## src/rtl/serdes_align_pkg.sv

```systemverilog
// Shared types for the SERDES word-alignment controller.
// Build option SERDES_ALIGN_RETRY_EN is consumed by serdes_align_ctrl.
package serdes_align_pkg;

   localparam int NUM_TAP   = 32;
   localparam int MAX_RETRY = 3;

   typedef enum logic [3:0] {
      S_IDLE,
      S_KICK,
      S_WAIT_GEN,
      S_SCAN,
      S_DECIDE,
      S_LOAD,
      S_SLIP,
      S_DONE
   } align_fsm_e;

   typedef struct packed {
      logic [5:0] width;
      logic [3:0] slip;
      logic [5:0] centre;
   } eye_s;

endpackage

```

## src/rtl/serdes_align_ctrl_eye_scan.sv

```systemverilog
// Bit-serial longest-run finder: one tap per cycle, reports each closed run.
// A run closes on a 0 bit or on the last tap of an entry.
module serdes_eye_scan
   import serdes_align_pkg::*;
(
   input  logic       clk_i,
   input  logic       rst_i,
   input  logic       vld_i,
   input  logic       bit_i,
   input  logic [4:0] tap_i,
   output logic       close_o,
   output logic [4:0] run_start_o,
   output logic [5:0] run_w_o
);

   logic [5:0] run_w_q, run_w_d;
   logic [4:0] run_start_q, run_start_d;
   logic       last;

   assign last = (tap_i == 5'(NUM_TAP - 1));

   always_comb begin
      run_w_d     = run_w_q;
      run_start_d = run_start_q;
      close_o     = 1'b0;
      run_w_o     = bit_i ? run_w_q + 6'd1 : run_w_q;
      run_start_o = (bit_i && run_w_q == '0) ? tap_i : run_start_q;
      if (vld_i) begin
         if (!bit_i || last) begin
            close_o = 1'b1;
            run_w_d = '0;
         end else begin
            run_w_d     = run_w_o;
            run_start_d = run_start_o;
         end
      end
   end

   always_ff @(posedge clk_i or posedge rst_i) begin
      if (rst_i) begin
         run_w_q     <= '0;
         run_start_q <= '0;
      end else begin
         run_w_q     <= run_w_d;
         run_start_q <= run_start_d;
      end
   end

endmodule

```

## src/rtl/serdes_align_ctrl.sv

```systemverilog
// SERDES word-alignment sequencer: capture lock masks, find widest eye, apply delay+slips.
// Optional `define SERDES_ALIGN_RETRY_EN retries failed attempts up to MAX_RETRY times.
module serdes_align_ctrl
   import serdes_align_pkg::*;
#(
   parameter int    NUM_SLIP    = 12,
   parameter int    MIN_EYE     = 4,
   parameter int    SLIP_GAP    = 4,
   parameter int    GEN_TIMEOUT = 2**24,
   parameter string DEBUG       = "FALSE"
) (
   input  logic        px_clk,
   input  logic        px_reset,
   input  logic        align_req,
   output logic        gen_start,
   input  logic        gen_done,
   input  logic [31:0] mask_din,
   input  logic [3:0]  mask_waddr,
   input  logic        mask_we,
   output logic [7:0]  delay_num,
   output logic        delay_ld,
   output logic        bitslip,
   output logic [5:0]  eye_width,
   output logic        align_done,
   output logic        align_ok
);

   localparam int TW = $clog2(GEN_TIMEOUT);
   localparam int GW = $clog2(SLIP_GAP + 1);

   align_fsm_e       state_q, state_d;
   logic [TW-1:0]    cnt_q, cnt_d;
   logic [GW-1:0]    gap_q, gap_d;
   logic [3:0]       nslip_q, nslip_d;
   logic [3:0]       scan_s_q, scan_s_d;
   logic [4:0]       scan_t_q, scan_t_d;
   eye_s             best_q, best_d;
   logic [7:0]       dnum_q, dnum_d;
   logic [5:0]       ew_q, ew_d;
   logic             ok_q, ok_d;
   logic             clr_mask, fail;
   logic [NUM_TAP-1:0] mask_q [NUM_SLIP];

   logic       tap_bit, run_close;
   logic [4:0] run_start;
   logic [5:0] run_w;

`ifdef SERDES_ALIGN_RETRY_EN
   logic [1:0] retry_q, retry_d;
`endif

   assign tap_bit = mask_q[scan_s_q][scan_t_q];

   serdes_eye_scan u_scan (
      .clk_i       (px_clk),
      .rst_i       (px_reset),
      .vld_i       (state_q == S_SCAN),
      .bit_i       (tap_bit),
      .tap_i       (scan_t_q),
      .close_o     (run_close),
      .run_start_o (run_start),
      .run_w_o     (run_w)
   );

   always_comb begin
      state_d    = state_q;
      cnt_d      = cnt_q;
      gap_d      = gap_q;
      nslip_d    = nslip_q;
      scan_s_d   = scan_s_q;
      scan_t_d   = scan_t_q;
      best_d     = best_q;
      dnum_d     = dnum_q;
      ew_d       = ew_q;
      ok_d       = ok_q;
      clr_mask   = 1'b0;
      fail       = 1'b0;
      gen_start  = 1'b0;
      delay_ld   = 1'b0;
      bitslip    = 1'b0;
      align_done = 1'b0;
`ifdef SERDES_ALIGN_RETRY_EN
      retry_d    = retry_q;
`endif
      unique case (state_q)
         S_IDLE: if (align_req) begin
            state_d  = S_KICK;
            clr_mask = 1'b1;
            best_d   = '0;
            ok_d     = 1'b0;
`ifdef SERDES_ALIGN_RETRY_EN
            retry_d  = '0;
`endif
         end
         S_KICK: begin
            gen_start = 1'b1;
            cnt_d     = '0;
            state_d   = S_WAIT_GEN;
         end
         S_WAIT_GEN: begin
            if (gen_done) begin
               state_d  = S_SCAN;
               scan_s_d = '0;
               scan_t_d = '0;
            end else if (cnt_q == TW'(GEN_TIMEOUT - 1)) begin
               fail = 1'b1;
            end else begin
               cnt_d = cnt_q + 1'b1;
            end
         end
         S_SCAN: begin
            scan_t_d = scan_t_q + 5'd1;
            if (scan_t_q == 5'(NUM_TAP - 1)) begin
               scan_s_d = scan_s_q + 4'd1;
               if (scan_s_q == 4'(NUM_SLIP - 1)) state_d = S_DECIDE;
            end
            // strictly wider only: earlier slip/tap wins ties
            if (run_close && run_w > best_q.width) begin
               best_d.width  = run_w;
               best_d.slip   = scan_s_q;
               best_d.centre = {1'b0, run_start} + {1'b0, run_w[5:1]};
            end
         end
         S_DECIDE: begin
            if (best_q.width >= 6'(MIN_EYE)) begin
               state_d = S_LOAD;
               dnum_d  = {2'b00, best_q.centre};
            end else begin
               fail = 1'b1;
            end
         end
         S_LOAD: begin
            delay_ld = 1'b1;
            gap_d    = GW'(1);
            nslip_d  = '0;
            if (best_q.slip == '0) begin
               state_d = S_DONE;
               ok_d    = 1'b1;
               ew_d    = best_q.width;
            end else begin
               state_d = S_SLIP;
            end
         end
         S_SLIP: begin
            if (gap_q == GW'(SLIP_GAP)) begin
               bitslip = 1'b1;
               gap_d   = GW'(1);
               nslip_d = nslip_q + 4'd1;
               if (nslip_q + 4'd1 == best_q.slip) begin
                  state_d = S_DONE;
                  ok_d    = 1'b1;
                  ew_d    = best_q.width;
               end
            end else begin
               gap_d = gap_q + 1'b1;
            end
         end
         S_DONE: begin
            align_done = 1'b1;
            state_d    = S_IDLE;
         end
         default: state_d = S_IDLE;
      endcase
`ifdef SERDES_ALIGN_RETRY_EN
      if (fail && retry_q != 2'(MAX_RETRY)) begin
         retry_d  = retry_q + 2'd1;
         state_d  = S_KICK;
         clr_mask = 1'b1;
         best_d   = '0;
      end else if (fail) begin
         state_d = S_DONE;
         ok_d    = 1'b0;
         ew_d    = best_q.width;
      end
`else
      if (fail) begin
         state_d = S_DONE;
         ok_d    = 1'b0;
         ew_d    = best_q.width;
      end
`endif
   end

   always_ff @(posedge px_clk or posedge px_reset) begin
      if (px_reset) begin
         state_q  <= S_IDLE;
         cnt_q    <= '0;
         gap_q    <= '0;
         nslip_q  <= '0;
         scan_s_q <= '0;
         scan_t_q <= '0;
         best_q   <= '0;
         dnum_q   <= '0;
         ew_q     <= '0;
         ok_q     <= 1'b0;
      end else begin
         state_q  <= state_d;
         cnt_q    <= cnt_d;
         gap_q    <= gap_d;
         nslip_q  <= nslip_d;
         scan_s_q <= scan_s_d;
         scan_t_q <= scan_t_d;
         best_q   <= best_d;
         dnum_q   <= dnum_d;
         ew_q     <= ew_d;
         ok_q     <= ok_d;
      end
   end

`ifdef SERDES_ALIGN_RETRY_EN
   always_ff @(posedge px_clk or posedge px_reset) begin
      if (px_reset) retry_q <= '0;
      else          retry_q <= retry_d;
   end
`endif

   always_ff @(posedge px_clk or posedge px_reset) begin
      if (px_reset) begin
         for (int i = 0; i < NUM_SLIP; i++) mask_q[i] <= '0;
      end else if (clr_mask) begin
         for (int i = 0; i < NUM_SLIP; i++) mask_q[i] <= '0;
      end else if (mask_we && state_q != S_IDLE) begin
         for (int i = 0; i < NUM_SLIP; i++)
            if (mask_waddr == 4'(i)) mask_q[i] <= mask_din;
      end
   end

   generate
      if (DEBUG == "TRUE") begin : g_debug
         align_fsm_e dbg_state_q;
         always_ff @(posedge px_clk or posedge px_reset) begin
            if (px_reset) dbg_state_q <= S_IDLE;
            else          dbg_state_q <= state_q;
         end
      end
   endgenerate

   assign delay_num = dnum_q;
   assign eye_width = ew_q;
   assign align_ok  = ok_q;

endmodule

```

## config.mk

```make
export PLATFORM = sky130hd
export DESIGN_NAME = serdes_align_ctrl
export DESIGN_NICKNAME = d
export VERILOG_FILES = /design/src/rtl/serdes_align_pkg.sv /design/src/rtl/serdes_align_ctrl_eye_scan.sv /design/src/rtl/serdes_align_ctrl.sv
export SDC_FILE = /design/constraint.sdc
export NUM_CORES = 1
export LEC_CHECK = 0
export ABC_AREA = 0
export BUFFER_PORTS_ARGS = -buffer_cell sky130_fd_sc_hd__buf_2
export CORE_MARGIN = 5
export CORE_UTILIZATION = 45
export DETAILED_ROUTE_END_ITERATION = 7
export HOLD_SLACK_MARGIN = 0.06
export PLACE_DENSITY = 0.57
export REMOVE_ABC_BUFFERS = 1
export SETUP_SLACK_MARGIN = 0.2
export SLEW_MARGIN = 20
export SYNTH_ARGS = -nofsm -noshare
export SYNTH_HDL_FRONTEND = slang
export SYNTH_HIERARCHICAL = 1
export SYNTH_SLANG_ARGS = --single-unit
```

## constraint.sdc

```tcl
create_clock -name px_clk -period 16 [get_ports px_clk]
set_input_delay 0.8 -clock px_clk [delete_from_list [all_inputs] [get_ports px_clk]]
set_output_delay 0.8 -clock px_clk [all_outputs]
set_load 0.02 [all_outputs]
```

After elaboration in Yosys (flattened, before gate mapping)
Cells that the tools add are included.
{"block": "op_classes", "order_cmp": 4, "muxes": 71, "n_reduce_logical": 51, "addsub": 7, "n_eq_ne": 38, "bitwise": 2}
{"operator": "$mux W384", "n": 2}
{"operator": "$mux W32", "n": 14}
{"operator": "$bmux W32 S4", "n": 1}
{"operator": "$mux W24", "n": 2}
{"operator": "$pmux W24 S2", "n": 1}
{"operator": "$mux W4", "n": 11}
{"operator": "$mux W6", "n": 6}
{"operator": "$reduce_bool A2 Y1", "n": 17}
{"operator": "$eq A4 B3 Y1 const B", "n": 8}
{"operator": "$mux W16", "n": 2}
{"operator": "$pmux W16 S2", "n": 1}
{"operator": "$reduce_and A2 Y1", "n": 16}
{"operator": "$pmux W4 S7", "n": 1}
{"operator": "$add A24 B1 Y24 const B", "n": 1}
{"operator": "$eq A24 B24 Y1 const B", "n": 1}
{"operator": "$ne A3 B3 Y1 const B", "n": 8}
{"operator": "$eq A4 B4 Y1 const B", "n": 5}
{"operator": "$mux W1", "n": 19}
{"operator": "$eq A4 B2 Y1 const B", "n": 4}
{"operator": "$pmux W4 S2", "n": 2}
{"operator": "$ne A2 B2 Y1 const B", "n": 7}
{"operator": "$logic_not A4 Y1", "n": 3}
{"operator": "$pmux W6 S2", "n": 1}
{"operator": "$mux W5", "n": 2}
{"operator": "other kinds (31)", "n": 38}
{"block": "word_totals", "in_bits": 41, "register_bits": 468, "out_inout_bits": 19, "elab_cells": 199}

Logic depth before layout (Yosys ltp)
Gate-level depths: netlist of the first run.
{"block": "depth", "depth_word": 13, "ltp_mapped": 25, "mapped_depth_nobuf": 19}

By module
Netlist of the first run, hierarchy kept.
{"module": "serdes_align_ctrl", "area_per_inst_um2": 21097.7, "n_inst": 1, "cells_each": 2060, "seq_area_each_um2": 11410.9}
{"module": "serdes_eye_scan", "area_per_inst_um2": 674.4, "n_inst": 1, "cells_each": 65, "seq_area_each_um2": 275.3}

Worst setup path after synthesis of the first run
No wires, ideal clock.
{"block": "synth_timing", "path_type": "register to register", "startpoint": "reg scan_s_q[0]", "endpoint": "reg best_q[0] (netlist bit)", "path_buffers": 4, "period_less_slack_ns": 4.573, "t_required_ns": 15.880, "stages_incl_launch_ff": 20, "setup_time_ns": 0.120, "arrival_ns": 4.453, "setup_slack_ns": 11.427, "path_cell_list": "dfrtp_1 buf_6 buf_8 mux4_1 o221ai_1 a211oi_1 o311a_1 o32a_1 buf_2 o21ai_0 ha_1 nor2b_1 o21a_1 o21a_1 o21a_1 o21a_1 o2111ai_2 nand2_2 buf_2 a31o_2"}
{"block": "synth_between", "word_cells_on_any_way": 20, "classes_between": "add/sub: 1; order compare: 1; eq/ne: 1; mux: 11; bitwise: 1; reduce/logical: 5"}
{"item": "from (decl)", "line": "serdes_align_ctrl.sv:35", "source": "logic [3:0] scan_s_q, scan_s_d;"}
{"item": "from (signal assigned)", "line": "serdes_align_ctrl.sv:201", "source": "scan_s_q <= scan_s_d;"}
{"item": "$not A4 Y5 (not written as such) (*)", "line": "serdes_align_ctrl.sv:52", "source": "assign tap_bit = mask_q[scan_s_q][scan_t_q];"}
{"item": "$bmux W32 S4 (*)", "line": "serdes_align_ctrl.sv:52"}
{"item": "$mux W32 (not written as such) (*) (2 in a row)", "line": "serdes_align_ctrl.sv:52"}
{"item": "$bmux W1 S5 (*)", "line": "serdes_align_ctrl.sv:52"}
{"item": "$mux W1 (not written as such) (*)", "line": "serdes_align_ctrl.sv:52"}
{"item": "net tap_bit", "line": "serdes_align_ctrl.sv:44", "source": "logic tap_bit, run_close;"}
{"item": "$mux W6 (*)", "line": "serdes_align_ctrl_eye_scan.sv:26", "source": "run_w_o = bit_i ? run_w_q + 6'd1 : run_w_q;"}
{"item": "net run_w[1]", "line": "serdes_align_ctrl.sv:46", "source": "logic [5:0] run_w;"}
{"item": "$gt A6 B6 Y1", "line": "serdes_align_ctrl.sv:118", "source": "if (run_close && run_w > best_q.width) begin"}
{"item": "$logic_and A1 B1 Y1", "line": "serdes_align_ctrl.sv:118"}
{"item": "$ne A2 B2 Y1 (no source line)"}
{"item": "$reduce_and A3 Y1 (no source line)"}
{"item": "to (signal assigned)", "line": "serdes_align_ctrl.sv:203", "source": "best_q <= best_d;"}
{"item": "to (decl)", "line": "serdes_align_ctrl.sv:37", "source": "eye_s best_q, best_d;"}
Mark *: on every way through the listed nets, which the timed path passes. The rest lies on a longest branch. The select of a mux whose other input is x is not followed.
A chain may end at the register's enable or synchronous reset.

Worst setup path in the final report of the first run
{"block": "layout_timing", "startpoint": "reg scan_s_q[0]", "endpoint": "reg best_q[4] (netlist bit)"}
The elaborated chain is that of the path after synthesis.

==> metrics.md, run 1 <==
| Metric | Value |
|---|---|
| Diodes inserted | 0 |
| Synth warn | 6 |
| Total CTS buffers | 50 |
| Synth async-reset ratio | 100% |
| Mean post-synth cell area | 10.2 um^2 |
| Nets | 2,158 |
| Avg Vias per Cell | 5.64 |
| Starting density of the core | 45.5% |
| CORE AREA | 0.0478 mm^2 |
| Hold Crit Class | in2async |
| Hold Slack | 259 ps |
| Kind of critical path | reg2reg |
| Max-slew violations | 0 |
| Maxcap violations | 0 |
| Fmax | 0.148 GHz |
| PD cells | 186 mW/mm^2 |
| Area of the die | 0.0529 mm^2 |
| Post-synth top flop | dfrtp_1 |
| Die height | 230 um |
| Sequential-to-total area share from yosys stat | 53.7% |
| CP bufs+invs | 2 |
| # H-tree levels | 2 |
| Drt wl/cell | 21.0 um |
| Top cell type's share of synthesized area | 53.7% |
| Portion of netlist area occupied by mux cells | 11.7% |
| Largest net degree at the start of global routing | 175 |
| DRC viols | 0 |
| First-pass GRT wire length | 92,200 um |
| Synth cell count leaders | nand2_1, dfrtp_1, o21ai_0 |
| Post-CTS setup buffer count | 0 |
| Clk sink count | 467 |
| Ranking of synthesized cells by area | dfrtp_1, o21ai_0, nand2_1 |
| Layout cell share with drive strength beyond 1 | 13.6% |
| LEAKAGE | 10.7 nW |
| Top cell by count, worst path | o21a_1 |
| Register Area | 0.0117 mm^2 |
| RSZ-0062 raised after global routing | false |
| GRT Overall Usage | 21.9% |
| Post-route setup slack | 9250 ps |
| DP Worst Slack | 9260 ps |
| CP required | 16,470 ps |
| Clk_lat worst skew | 600 ps |
| Adder-Cell Fraction of Synth Area | 1.24% |
| IO Pins | 60 |
| Setup Viol. Count Final | 0 |
| Multi-input logic area | 0.00927 mm^2 |
| Relative slew slack | 30.6% |
| CTS tree | done |
| Crit path cell chain | buf_4 > buf_4 > mux4_1 > o221ai_1 > a211oi_1 > o311a_1 > o32a_1 > o21ai_0 > ha_1 > nor2b_1 > o21a_1 > o21a_1 > o21a_1 > o21a_1 > o2111ai_2 > nand2_2 > mux2_2 |
| Final Util | 50.2% |
| Clock buffer depth | 3 |
| Xor/xnor cell area share of the yosys netlist | 1.53% |
| Final Hold Viols | 0 |
| Yosys reg bits | 467 |
| Most common cell in the netlist | nand2_1 |
| ANT nets after route | 0 |
| Post-DP HPWL | 33,600 um |
| Delay-heaviest family, CP | compound AO/OA/AOI/OAI gates |
| FP Rows | 80 |
| First-pass detailed-route iteration total | 5 |
| Synth area leader | dfrtp_1 |
| Clock transition at the registers of the reported paths | 60 ps |
| PostCTS Resize Cnt | 0 |
| GP Congestion | 0.796 |
| Cts hold-fix bufs | 0 |
| Post-Syn Area | 0.0218 mm^2 |
| EDFF count, synth | 0 |
| Fillers | 4,441 |
| Post-Synth Simple-Gate Area | 12.8% |
| Period utilization | 42.2% |
| DRT iter0 DRCs | 1,216 |
| Critical path fanouts, max | 42 |
| Outcome | complete, no violations |
| Total negative slack | 0 ps |
| R2R depth | 17 |
| CP endpoint kind | register |
| Syn-to-layout area delta | 10.3% |
| Slew @ Worst Pin | 1040 ps |
| Min Tclk post-route | 6750 ps |
| Main combinational cell family by area after synthesis | compound AO/OA/AOI/OAI gates |
| CP max stage cell | dfrtp_4 |
| Crit path largest cell delay | 700 ps |
| Grt ovf | 0 |
| CP Depth | 17 |
| Vias in the first global route | 15,500 |
| Total number of vias | 15,500 |
| IO buf count | 57 |
| Crit path launch type | register |
| Skew final | 20.0 ps |
| Maximum VDD drop | 0.0883 mV |
| Initial antenna violation count | 0 |
| Compound-Gate Fraction of Synth Area | 14.8% |
| WP data arrival | 7220 ps |
| Root Buffer | clkbuf_16 |
| Cell count after synthesis | 2,125 |
| Die X | 230 um |
| Final wirelength | 57,700 um |
| Cell variety after synth | 79 |
==> layer usage <==
| metal | vias to the layer above | wire length, um | track usage [%] |
|---|---|---|---|
| met1 | 7777 | 26900 | 31.2 |
| met2 | 289 | 27100 | 35.7 |
| li1 | 7343 | - | - |
| met4 | 0 | 1240 | 5.59 |
| met5 | - | 0 | 0 |
| met3 | 88 | 2360 | 3.33 |
==> stage by stage <==
stage	instance area, um^2	std cells	power [W]
6_report	24000	2748	0.00447
5_1_grt	24000	2748	0.00480
4_1_cts	24000	2748	0.00451
3_5_place_dp	22400	2659	0.00335
3_3_place_gp	22400	2659	0.00329
2_1_floorplan	21000	1955	0.00286
==> layout make-up <==
cell class / instances / share of cell area (%)
clock inverters: 17 / 0.693
well taps: 615 / 3.20
flip-flops and latches: 467 / 48.7
clock buffers: 72 / 6.06
multi-input cells: 1460 / 38.6
inverters: 28 / 0.469
repair buffers: 89 / 2.29
==> cell families (layout without fill, tap and decap cells) <==
kind of cell               Yosys count  after routing
AOI/OAI and AO/OA                  568            568
xor gates and xnor gates            38             38
adders and majority gates           21             21
buffers and inverters              199            206
DFF                                467            467
muxes                              166            166
other                                1              2
and+or+nand+nor                    665            665
==> report_power, final <==
group	internal [W]	switching [W]	leakage, nW
logic	0.000540	0.000848	3.95
clock network	0.000677	0.000479	0.807
registers	0.00166	0.000271	5.98
total	0.00288	0.00160	10.7
==> final timing paths <==
check | startpoint | end | slack [ps]
max in group asynchronous | px_reset | scan_s_q[0] | 14040
min in group px_clk | mask_q[332] | mask_q[332] | 470
worst min-delay path | px_reset | u_scan/run_w_q[4] | 260
worst min register to register | mask_q[332] | mask_q[332] | 470
worst max-delay path | scan_s_q[0] | best_q[4] | 9250
worst max register to register | scan_s_q[0] | best_q[4] | 9250
==> sequential cells by signal (all words and copies together) (netlist names) <==
name / cells
align_ok: 1
best_q: 16
cnt_q: 24
delay_num: 6
eye_width: 6
gap_q: 3
mask_q: 384
nslip_q: 4
scan_s_q: 4
scan_t_q: 5
state_q: 3
u_scan/run_start_q: 5
u_scan/run_w_q: 6
==> worst reg2reg max path, cell delays in order (launching register included) <==
cell       delay (ps)
dfrtp_4           700
buf_4             660
buf_4             750
mux4_1            680
o221ai_1          260
a211oi_1          160
o311a_1           390
o32a_1            450
o21ai_0           460
ha_1              330
nor2b_1           130
o21a_1            170
o21a_1            160
o21a_1            160
o21a_1            170
o2111ai_2         330
nand2_2           310
mux2_2            370
==> cell usage in the layout, fill, tap and decap left out, types with 20 or more instances in the layout <==
cell type,netlist,layout
xnor2_1,22,22
ha_1,20,20
nor2_1,61,60
o21ai_0,424,424
clkbuf_16,0,51
mux4_2,33,33
nand2_1,496,495
nand3_1,28,28
a21oi_1,34,33
buf_4,2,30
mux2i_1,63,63
mux2_2,45,45
inv_1,27,26
mux4_1,25,25
dfrtp_1,467,465
buf_2,23,57
Note: power is estimated with default switching activity, not from simulation.
==> run 2: changes to the inputs <==
--- a/config.mk
+++ b/config.mk
@@ -11,7 +11,7 @@
 export CORE_UTILIZATION = 45
 export DETAILED_ROUTE_END_ITERATION = 7
 export HOLD_SLACK_MARGIN = 0.06
-export PLACE_DENSITY = 0.57
+export PLACE_DENSITY = 0.59
 export REMOVE_ABC_BUFFERS = 1
 export SETUP_SLACK_MARGIN = 0.2
 export SLEW_MARGIN = 20
==> constraint.sdc (replaced) <==
create_clock -name px_clk -period 6 [get_ports px_clk]
set_input_delay 0.3 -clock px_clk [delete_from_list [all_inputs] [get_ports px_clk]]
set_output_delay 0.3 -clock px_clk [all_outputs]
set_load 0.02 [all_outputs]
==> metrics.md, run 2 (same netlist as run 1, synthesis figures left out) <==
| Metric | Value |
|---|---|
| Outcome | complete, no violations |
| ANT nets after route | 0 |
| Grt ovf | 0 |
| DRT iter0 DRCs | 1,109 |
| Total negative slack | 0 ps |
| Clk sink count | 467 |
| Finished Cell Area | 0.0243 mm^2 |
| WP data arrival | 5980 ps |
| CP endpoint kind | register |
| Number of flip-flops under the largest register name | 384 |
| Kind of critical path | reg2reg |
| Post-route setup slack | 492 ps |
| Commonest cells after routing, fill and taps aside | nand2_1, dfrtp_1, o21ai_0 |
| CP startpoint | scan_s_q[0] |
| Clock transition at the registers of the reported paths | 60 ps |
| Nets | 2,191 |
| Area of the die | 0.0529 mm^2 |
| Vias in the first global route | 15,800 |
| Avg Vias per Cell | 5.67 |
| Top flop regs | mask_q: 384 flops, cnt_q: 24 flops, best_q: 16 flops |
| Initial antenna violation count | 1 |
| Total CTS buffers | 51 |
| Starting density of the core | 45.5% |
| Critical path fanouts, max | 18 |
| Commonest non-fill, non-tap cell in the layout | nand2_1 |
| Biggest register | mask_q |
| Die height | 230 um |
| Fillers | 4,376 |
| Clock buffer depth | 3 |
| Hold Crit Class | in2reg |
| GRT Overall Usage | 22.0% |
| # H-tree levels | 2 |
| PD cells | 494 mW/mm^2 |
| RSZ-0062 raised after global routing | false |
| LEAKAGE | 10.9 nW |
| Root Buffer | clkbuf_16 |
| Period utilization | 91.8% |
| Syn-to-layout area delta | 11.8% |
| Max-slew violations | 0 |
| Worst Hold Path Cells | 3 |
| Crit path launch type | register |
| Total number of vias | 15,800 |
| Post-DP HPWL | 35,600 um |
| Post-DP Area | 0.0226 mm^2 |
| First-pass detailed-route iteration total | 5 |
| Skew final | 24.8 ps |
| CTS tree | done |
| HP Start | align_req |
| IO buf count | 57 |
| DP Worst Slack | 347 ps |
| GP Congestion | 0.806 |
| CORE AREA | 0.0478 mm^2 |
| Die X | 230 um |
| Fmax | 0.182 GHz |
| Clk_lat worst skew | 600 ps |
| Relative slew slack | 35.8% |
| R2R depth | 18 |
| Largest net degree at the start of global routing | 196 |
| IO Pins | 60 |
| First-pass GRT wire length | 92,600 um |
| Final Hold Viols | 0 |
| Drt wl/cell | 20.9 um |
| Maximum VDD drop | 0.236 mV |
| DRC viols | 0 |
| CP required | 6480 ps |
| Slew @ Worst Pin | 963 ps |
| Setup Viol. Count Final | 0 |
| Min Tclk post-route | 5510 ps |
| FP Rows | 80 |
| Layout cell share with drive strength beyond 1 | 14.6% |
| Worst R2R Start | scan_s_q[0] |
| Final wirelength | 58,200 um |
| Maxcap violations | 0 |
[run 2: cell count changes in the layout (fill, tap and decap cells not counted)]
| cell | change |
|---|---|
| dlygate4sd3_1 | +1 |
| clkbuf_8 | +2 |
| diode_2 | +1 |
| dfrtp_4 | +1 |
| clkbuf_1 | +7 |
| buf_16 | +2 |
| buf_4 | +27 |
| buf_12 | +2 |
| clkinv_2 | -6 |
| nor2_1 | +1 |
| dfrtp_2 | -1 |
| nor2_2 | -1 |
[run 2: repair_timing]
item,in CTS,in global routing
hold buffers,1,0
endpoints found under the hold margin,130,0
endpoints found under the setup margin,0,15
buffers inserted,0,1
resized for setup,0,1
[run 2: path summary, 6_finish.rpt]
path	endpoint	slack, ps
hold reg to reg	mask_q[96]	470
max in group asynchronous	mask_q[210]	4070
setup reg to reg	best_q[4]	490
min in group asynchronous	u_scan/run_start_q[3]	310
setup / recovery	best_q[4]	490
hold / removal	state_q[0]	100
[run 2: area by class of cell]
| cell class | count | area [um^2] | share of cell area, % |
|---|---|---|---|
| multi-input combinational | 1460 | 9260 | 38.0 |
| sequential | 467 | 11700 | 48.0 |
| clock inverter | 11 | 136 | 0.560 |
| clock buffer | 81 | 1510 | 6.20 |
| timing repair buffer | 121 | 858 | 3.53 |
| tap | 615 | 769 | 3.16 |
| antenna | 1 | 2.50 | 0.0103 |
| inverter | 28 | 113 | 0.463 |
[run 2: power breakdown]
part	internal [W]	switching, W
Combinational	0.00148	0.00227
Sequential	0.00443	0.000740
Clock	0.00184	0.00127
[run 2: routing by layer]
layer | global-route usage [%] | wire [um] | vias to the layer above
li1 | - | - | 7404
met1 | 32.1 | 27200 | 7886
met2 | 34.6 | 26400 | 385
met3 | 4.16 | 3210 | 104
met4 | 5.31 | 1430 | 0
met5 | 0 | 0 | -
[run 2: metrics by stage]
step	util (%)	cells	hold WS, ps	power [W]
after global routing	50.9	2783	122	0.0129
final	50.9	2784	102	0.0120
after global placement	47.3	2687	378	0.00881
after CTS	50.8	2781	71.4	0.0121
after detailed placement	47.3	2688	387	0.00897
after floorplan	-	1955	152	0.00762
[run 2: critical path, stage by stage (launching register included)]
cell and delay [ps]:
dfrtp_4 730, buf_4 350, mux4_1 580, mux2i_1 170
o21ai_0 100, a221oi_1 560, a311o_1 210, nand2_1 70
o32a_1 340, o21ai_0 300, ha_1 300, nor2b_1 140
o21a_1 160, o21a_1 170, o21a_1 160, o21a_1 170
o2111ai_2 190, nand2_2 270, mux2_2 390
==> run 3: changes to the inputs <==
--- a/config.mk
+++ b/config.mk
@@ -7,6 +7,7 @@
 export LEC_CHECK = 0
 export ABC_AREA = 0
 export BUFFER_PORTS_ARGS = -buffer_cell sky130_fd_sc_hd__buf_2
+export CORE_ASPECT_RATIO = 0.6
 export CORE_MARGIN = 5
 export CORE_UTILIZATION = 45
 export DETAILED_ROUTE_END_ITERATION = 7
==> metrics.md, run 3 (same netlist as run 1, synthesis figures left out) <==
| Metric | Value |
|---|---|
| Outcome | complete, no violations |
| First-pass detailed-route iteration total | 5 |
| PostCTS Resize Cnt | 0 |
| Top flop regs | mask_q: 384 flops, cnt_q: 24 flops, best_q: 16 flops |
| Fillers | 4,247 |
| Starting density of the core | 45.5% |
| Worst R2R Start | scan_s_q[1] |
| Die X | 294 um |
| GRT Overall Usage | 22.8% |
| HP Start | align_req |
| # H-tree levels | 2 |
| Commonest cells after routing, fill and taps aside | nand2_1, dfrtp_1, o21ai_0 |
| Combinational power share | 32.1% |
| Critical path fanouts, max | 39 |
| Syn-to-layout area delta | 10.8% |
| Min Tclk post-route | 5530 ps |
| Final Hold Viols | 0 |
| Hold Crit Class | in2reg |
| Diodes inserted | 0 |
| Delay-heaviest family, CP | compound AO/OA/AOI/OAI gates |
| Period utilization | 92.2% |
| First-pass GRT wire length | 95,300 um |
| R2r setup slk | 470 ps |
| R2R depth | 18 |
| Crit path cell chain | buf_4 > mux4_2 > mux2i_1 > o21ai_0 > a221oi_1 > a311o_1 > nand2_1 > o32a_1 > o21ai_0 > ha_1 > nor2b_1 > o21a_1 > o21a_1 > o21a_1 > o21a_1 > o2111ai_2 > nand2_2 > mux2_2 |
| Total number of vias | 15,900 |
| Top cell by count, worst path | o21a_1 |
| LEAKAGE | 10.8 nW |
| Final Power | 0.0118 W |
| Final wirelength | 60,600 um |
| Slew @ Worst Pin | 1050 ps |
| Internal | 0.00750 W |
| Dpl cells | 2,713 |
| Total CTS buffers | 45 |
| Largest net degree at the start of global routing | 140 |
| Sw Ratio | 36.5% |
| Maxcap violations | 0 |
| Drt wl/cell | 21.7 um |
| CTS tree | done |
| ANT nets after route | 0 |
| Setup Viol. Count Final | 0 |
| CP Depth | 18 |
| Reg2reg end | best_q[3] |
| RSZ-0062 raised after global routing | false |
| Post-Layout Cell Count | 2,789 |
| Sequential fraction of design power | 44.2% |
| Maximum VDD drop | 0.267 mV |
| Clock buffer depth | 3 |
| CP endpoint | best_q[3] |
| Layout cell share with drive strength beyond 1 | 14.1% |
| Max-slew violations | 0 |
| Initial antenna violation count | 0 |
| CP bufs+invs | 1 |
| Vias in the first global route | 15,800 |
| Clock transition at the registers of the reported paths | 70 ps |
| Crit path launch type | register |
| Crit path largest cell delay | 600 ps |
| Area of the die | 0.0530 mm^2 |
| Kind of critical path | reg2reg |
| Biggest register | mask_q |
| Avg Vias per Cell | 5.72 |
| Sw Pwr | 0.00431 W |
| Fmax | 0.181 GHz |
| IO buf count | 57 |
| DRT iter0 DRCs | 1,298 |
| CP required | 6430 ps |
| WP data arrival | 5960 ps |
| Clk_lat worst skew | 570 ps |
| Grt ovf | 0 |
| GP Congestion | 0.841 |
| CP startpoint | scan_s_q[1] |
| Skew final | 20.5 ps |
| Clk pwr share | 23.8% |
| Post-DP HPWL | 37,600 um |
| Nets | 2,184 |
| FP Rows | 62 |
| Clk sink count | 467 |
| Number of flip-flops under the largest register name | 384 |
| PD cells | 490 mW/mm^2 |
| Root Buffer | clkbuf_16 |
| Relative slew slack | 30.0% |
| CP max stage cell | a221oi_1 |
| IO Pins | 60 |
| DRC viols | 0 |
| CP endpoint kind | register |
| CORE AREA | 0.0479 mm^2 |
| Die height | 180 um |
| Commonest non-fill, non-tap cell in the layout | nand2_1 |
run 3: worst reg2reg max path, delay by kind of cell (launching register included):
kind	cells	cell delay, ps
AOI/OAI and AO/OA	10	2480
muxes	3	1110
buffers and inverters	1	580
and+or+nand+nor	3	480
DFF	1	460
adders and majority gates	1	290
run 3: what timing repair did:
item / 4_1_cts / 5_1_grt
setup buffers: 0 / 1
endpoints found under the hold margin: 115 / 0
hold buffers: 1 / 0
setup endpoints to repair: 0 / 10
run 3: worst min-delay path by stage:
stage	to	slack, ps	cells after the start
3_3_place_gp	u_scan/run_w_q[4]	390	2
3_5_place_dp	u_scan/run_w_q[4]	400	2
6_report	state_q[0]	160	3
2_1_floorplan	u_scan/run_start_q[0]	150	1
5_1_grt	state_q[0]	170	3
4_1_cts	state_q[0]	140	3
run 3: per-layer routing:
metal | track usage [%] | up-vias | part of all wire, % | wire (um)
met2 | 34.1 | 442 | 43 | 26200
li1 | - | 7390 | - | -
met1 | 36.0 | 8046 | 49 | 29900
met3 | 3.66 | 62 | 6.2 | 3780
met4 | 3.63 | 0 | 1.3 | 784
met5 | 0 | - | 0 | 0
run 3: layout make-up:
type | instances | area, um^2 | area share (%)
clock buffer | 64 | 1270 | 5.26
inverter | 28 | 118 | 0.488
multi-input combinational | 1460 | 9270 | 38.4
tap | 640 | 801 | 3.32
timing repair buffer | 120 | 838 | 3.48
sequential | 467 | 11700 | 48.5
clock inverter | 10 | 133 | 0.550
run 3: stage by stage:
stage / hold WS, ps / instance area (um^2) / utilization (%) / setup TNS (ps) / setup slack [ps]
4_1_cts: 141 / 24100 / 50.3 / 0 / 474
6_report: 158 / 24100 / 50.4 / 0 / 469
3_3_place_gp: 392 / 22700 / 47.3 / 0 / 483
2_1_floorplan: 152 / 21000 / - / -3249440 / -7010
3_5_place_dp: 405 / 22700 / 47.4 / 0 / 518
5_1_grt: 166 / 24100 / 50.4 / 0 / 210
run 3: power groups by stage:
stage	clock, W	combinational (W)	sequential (W)
2_1_floorplan	0	0.00254	0.00508
3_3_place_gp	0	0.00364	0.00522
3_5_place_dp	0	0.00377	0.00525
4_1_cts	0.00287	0.00378	0.00521
5_1_grt	0.00300	0.00425	0.00537
6_report	0.00281	0.00379	0.00522
